File: src/rtl/sort_pkg.sv
// Shared types and helpers for the sort front-end and sorter cores.
// Holds the loader state encoding and the one-hot check used on slot selects.
package sort_pkg;

   localparam int DEF_WIDTH = 4;
   localparam int DEF_DEPTH = 4;

   typedef enum logic [1:0] {
      FILL    = 2'd0,
      READY   = 2'd1,
      HANDOFF = 2'd2,
      BUSY    = 2'd3
   } loader_state_t;

   function automatic logic onehot_check(input logic [63:0] v);
      return (v != '0) && ((v & (v - 64'd1)) == '0);
   endfunction

endpackage

File: src/rtl/sort_input_loader_sync.sv
// strobe_sync_edge: multi-stage synchronizer for an async strobe plus a
// single-cycle rising-edge pulse taken from the last synchronizer stage.
module strobe_sync_edge #(
   parameter int SYNC_FF = 2
) (
   input  logic clk,
   input  logic rst,
   input  logic strobe,
   output logic pulse
);

   logic [SYNC_FF-1:0] chain;
   logic               prev;

   always_ff @(posedge clk or posedge rst) begin
      if (rst) begin
         chain <= '0;
         prev  <= 1'b0;
      end else begin
         chain <= {chain[SYNC_FF-2:0], strobe};
         prev  <= chain[SYNC_FF-1];
      end
   end

   assign pulse = chain[SYNC_FF-1] & ~prev;

endmodule

File: src/rtl/sort_input_loader.sv
// Operand loader in front of the sorter: async strobe capture into a slot bank
// and start/done hand-off. Define SORT_LOADER_AUTO_IDX_EN for pointer addressing.
module sort_input_loader
   import sort_pkg::*;
#(
   parameter int WIDTH   = DEF_WIDTH,
   parameter int DEPTH   = DEF_DEPTH,
   parameter int SYNC_FF = 2
) (
   input  logic                   clk,
   input  logic                   rst,
   input  logic [DEPTH-1:0]       sel,
   input  logic [WIDTH-1:0]       din,
   input  logic                   wr_strobe,
   input  logic                   clear_i,
   input  logic                   go_i,
   input  logic                   sorter_done,
   output logic [DEPTH*WIDTH-1:0] data_flat,
   output logic [DEPTH-1:0]       valid_mask,
   output logic                   all_loaded,
   output logic                   start_o,
   output logic                   locked,
   output logic                   sel_err
);

   loader_state_t               state;
   logic [DEPTH-1:0][WIDTH-1:0] slots;
   logic                        wr_pulse;
   logic                        accept;
   logic                        wr_ok;
   logic [DEPTH-1:0]            wr_hot;
   logic [DEPTH-1:0]            valid_next;

   strobe_sync_edge #(
      .SYNC_FF(SYNC_FF)
   ) u_sync (
      .clk   (clk),
      .rst   (rst),
      .strobe(wr_strobe),
      .pulse (wr_pulse)
   );

`ifdef SORT_LOADER_AUTO_IDX_EN
   localparam int PW = $clog2(DEPTH);
   logic [PW-1:0] ptr;

   always_comb begin
      wr_hot = '0;
      wr_hot[ptr] = 1'b1;
      wr_ok = 1'b1;
   end
`else
   always_comb begin
      wr_hot = sel;
      wr_ok  = onehot_check(64'(sel));
   end
`endif

   // Bank is only writable while the sorter does not own it.
   always_comb begin
      accept     = wr_pulse && !clear_i &&
                   (state == FILL || state == READY);
      valid_next = valid_mask;
      if (accept && wr_ok)
         valid_next = valid_mask | wr_hot;
   end

   always_ff @(posedge clk or posedge rst) begin
      if (rst) begin
         state      <= FILL;
         slots      <= '0;
         valid_mask <= '0;
         all_loaded <= 1'b0;
         start_o    <= 1'b0;
         locked     <= 1'b0;
         sel_err    <= 1'b0;
`ifdef SORT_LOADER_AUTO_IDX_EN
         ptr        <= '0;
`endif
      end else begin
         start_o <= 1'b0;
         unique case (state)
            FILL, READY: begin
               if (clear_i) begin
                  valid_mask <= '0;
                  all_loaded <= 1'b0;
                  sel_err    <= 1'b0;
                  state      <= FILL;
`ifdef SORT_LOADER_AUTO_IDX_EN
                  ptr        <= '0;
`endif
               end else begin
                  if (accept) begin
                     if (wr_ok) begin
                        for (int k = 0; k < DEPTH; k++)
                           if (wr_hot[k])
                              slots[k] <= din;
`ifdef SORT_LOADER_AUTO_IDX_EN
                        ptr <= (ptr == PW'(DEPTH - 1)) ? '0 : ptr + 1'b1;
`endif
                     end else begin
                        sel_err <= 1'b1;
                     end
                  end
                  valid_mask <= valid_next;
                  all_loaded <= &valid_next;
                  // go_i only counts once READY was already reached.
                  if (state == READY && go_i) begin
                     state   <= HANDOFF;
                     start_o <= 1'b1;
                     locked  <= 1'b1;
                  end else if (&valid_next) begin
                     state <= READY;
                  end else begin
                     state <= FILL;
                  end
               end
            end
            HANDOFF: begin
               state <= BUSY;
            end
            BUSY: begin
               if (sorter_done) begin
                  state  <= READY;
                  locked <= 1'b0;
               end
            end
            default: state <= FILL;
         endcase
      end
   end

`ifdef SORT_LOADER_AUTO_IDX_EN
   assign data_flat = slots;
`else
   assign data_flat = slots;
`endif

endmodule

File: config.mk
export PLATFORM = sky130hd
export DESIGN_NAME = sort_input_loader
export DESIGN_NICKNAME = d
export VERILOG_FILES = /design/src/rtl/sort_pkg.sv /design/src/rtl/sort_input_loader_sync.sv /design/src/rtl/sort_input_loader.sv
export SDC_FILE = /design/constraint.sdc
export NUM_CORES = 1
export LEC_CHECK = 0
export CAP_MARGIN = 20
export CORE_UTILIZATION = 48
export DETAILED_ROUTE_END_ITERATION = 8
export GPL_TIMING_DRIVEN = 0
export PLACE_DENSITY = 0.83
export REMOVE_ABC_BUFFERS = 1
export SYNTH_ARGS = -nofsm -noshare
export SYNTH_HDL_FRONTEND = slang
export SYNTH_HIERARCHICAL = 1
export SYNTH_SLANG_ARGS = --single-unit
File: constraint.sdc
create_clock -name clk -period 2.4 [get_ports clk]
set_input_delay 0.6 -clock clk [delete_from_list [all_inputs] [get_ports clk]]
set_output_delay 0.6 -clock clk [all_outputs]
set_load 0.01 [all_outputs]
==> key figures <==
Floorplan
  • Die height: 51.8 µm
  • Core area: 0.00228 mm²
  • Initial Util: 52.4%
  • Die W: 51.8 µm
  • Rows: 17
  • I/O pin total: 38
  • Die area: 0.00269 mm²

Run status
  • Run status: complete, no violations

Detailed routing
  • Drt wl/cell: 15.6 µm
  • Drt drc: 0
  • 1st-iter DRT viols: 5
  • Detailed Route WL: 2490 µm
  • Antenna viol nets, final: 0
  • Pre-antenna DRT Iters: 4
  • Vias: 854
  • Via density: 5.34

Yosys
  • Synth Area in XOR/XNOR: 0.735%
  • Netlist cell types: 25
  • Cell Area, Synth: 0.00119 mm²
  • Average cell area after synthesis: 13.5 µm²
  • Warning count from the yosys run: 6
  • Simple-Gate Fraction of Synth Area: 13.2%
  • Main combinational cell family by area after synthesis: multiplexers
  • Post-synthesis compound-gate area fraction: 6.19%
  • Sequential fraction of the synthesis area: 60.9%
  • Multiplexer area fraction after synthesis: 16.1%
  • Post-Synthesis Cells: 88
  • Adder-Cell Fraction of Synth Area: 0%
  • Register bit total from synthesis: 29

Timing
  • Rel. slew slack: 66.7%
  • Fin. Hold Viols: 0
  • Minimum clock period: 2.25 ns
  • Period utilization: 93.7%
  • Final Max Tran Viols: 0
  • Achievable Freq: 445 MHz
  • Clk_skew: 0.00919 ns
  • Setup repair after global routing missed its margin: no
  • Hold slack: 0.368 ns
  • Worst Max-Slew Pin Slew: 0.500 ns
  • Count of endpoints failing setup in the final report: 0

Clock tree
  • CTS Buffer Depth: 2
  • CTS tree: built
  • Clk slew on worst S/H paths: 0.09 ns
  • H-Tree Depth: 2
  • Post-CTS Setup Repair Bufs: 0
  • CTS root buf: clkbuf_4
  • CTS sink count: 29
  • Hold buffer count at cts: 0
  • Post-CTS Resized: 0
  • Number of CTS-inserted buffers: 5
  • Worst skew pair latency: 0.31 ns

Critical path
  • Worst Setup SP: sel[1]
  • RR Startpoint: state[1]$_DFFE_PP0N_
  • Max Fanout on Critical Path: 8
  • Arr. time, crit path: 2.51 ns
  • CP Launch Type: input port
  • Required time worst endpoint: 2.66 ns
  • Setup CP Type: in -> reg
  • CP endpoint kind: register

Power
  • Cell area power density: 677 mW/mm²
  • LEAKAGE: 0.771 nW
  • Maximum VDD drop: 0.000546 V
  • Power Total: 1.15 mW

Placed design
  • RePlAce Congestion: 0.708
  • Detail Placement HPWL: 1730 µm
  • Port Buffers: 37

Global routing
  • First-pass GRT wire length: 3880 µm
  • Total gr overflow: 0
  • Vias in the first global route: 866
  • Initial antenna violation count: 0
  • GRT Total Usage: 21.2%
  • Largest net degree at the start of global routing: 27

Layout
  • # diodes: 0
  • Layout cells sized above 1: 22.0%
  • Layout Nets: 145
  • Layout area overhead: 42.1%
  • Layout Utilization: 74.4%

Hold path
  • Hold path start: u_sync/chain[0]$_DFF_PP0_
  • Worst min-delay path class: reg -> reg

Run
  • Max Cap Violations: 0
==> final cells by class <==
cell class	instances	area, µm²
clock buffer	7	55.1
clock inverter	1	30.0
fill	174	582
inverter	5	18.8
multi-input combinational	52	432
sequential	29	726
tap	28	35.0
timing repair buffer	38	398
==> final timing paths <==
path | end | slack [ns] | cells past startpoint
hold reg to reg | u_sync/chain[1]$_DFF_PP0_ | 0.37 | 0
min in group asynchronous | u_sync/chain[1]$_DFF_PP0_ | 0.48 | 2
setup reg to reg | all_loaded$_DFFE_PP0N_ | 0.65 | 4
max in group asynchronous | data_flat[3]$_DFFE_PP0P_ | 1.31 | 3
hold / removal | u_sync/chain[1]$_DFF_PP0_ | 0.37 | 0
setup / recovery | all_loaded$_DFFE_PP0N_ | 0.15 | 5
==> cells by family after synthesis <==
logic type | count (synthesis)
compound gates | 11
xor+xnor | 1
buf+inv | 7
flops | 29
mux | 17
simple gates | 23
==> layer usage <==
metal / part of all wire (%) / global-route usage [%]
met1: 42 / 23.1
met2: 50 / 34.6
met3: 6.9 / 8.48
met4: 1.8 / 12.2
met5: 0 / 0
==> power breakdown <==
group / internal [mW] / leakage, nW / switching, mW / total [mW]
Combinational: 0.118 / 0.344 / 0.0733 / 0.191
Sequential: 0.528 / 0.381 / 0.0204 / 0.548
Clock: 0.249 / 0.0455 / 0.160 / 0.408
==> registers in the layout, indices dropped and copies added, names as in the netlist, 2 cells and up <==
name / count
data_flat: 16
u_sync/chain: 2
valid_mask: 4
state: 2
==> synthesized netlist by cell type (all sizes together) <==
master	instances	area [µm²]
a2111oi	1	15.0
a21o	2	15.0
a21oi	3	15.0
a31oi	1	6.26
and4bb	1	12.5
buf	2	16.3
dfrtp	29	726
inv	5	18.8
mux2	17	191
nand2	4	15.0
nand2b	1	6.26
nand3	2	10.0
nand4b	1	8.76
nor2	7	26.3
nor2b	2	20.0
nor3	1	5.00
nor3b	2	15.0
nor4b	2	38.8
o211ai	1	7.51
o21ai	3	15.0
xor2	1	8.76
==> worst max-delay path: stages <==
cell	delay [ns]
clkdlybuf4s50_1	0.56
nor4b_2	0.37
nand3_1	0.35
a2111oi_2	0.43
mux2_1	0.19
==> cell usage in the layout, fill, tap and decap left out, drive strengths merged, types with 3 or more instances in the layout <==
cell type,n
clkdlybuf4s50,37
dfrtp,29
mux2,17
nor2,7
clkbuf,7
inv,5
nand2,4
o21ai,3
a21oi,3
==> per-stage QoR <==
stage          cells  TNS, ns  area, µm²  setup WS (ns)
2_1_floorplan     86        0       1180          0.699
3_3_place_gp     151   -0.122       1580        -0.0734
3_5_place_dp     151   -0.232       1580         -0.131
4_1_cts          159        0       1670          0.191
5_1_grt          160        0       1690         0.0280
6_report         160        0       1690          0.151
Note: power is estimated with default switching activity, not from simulation.
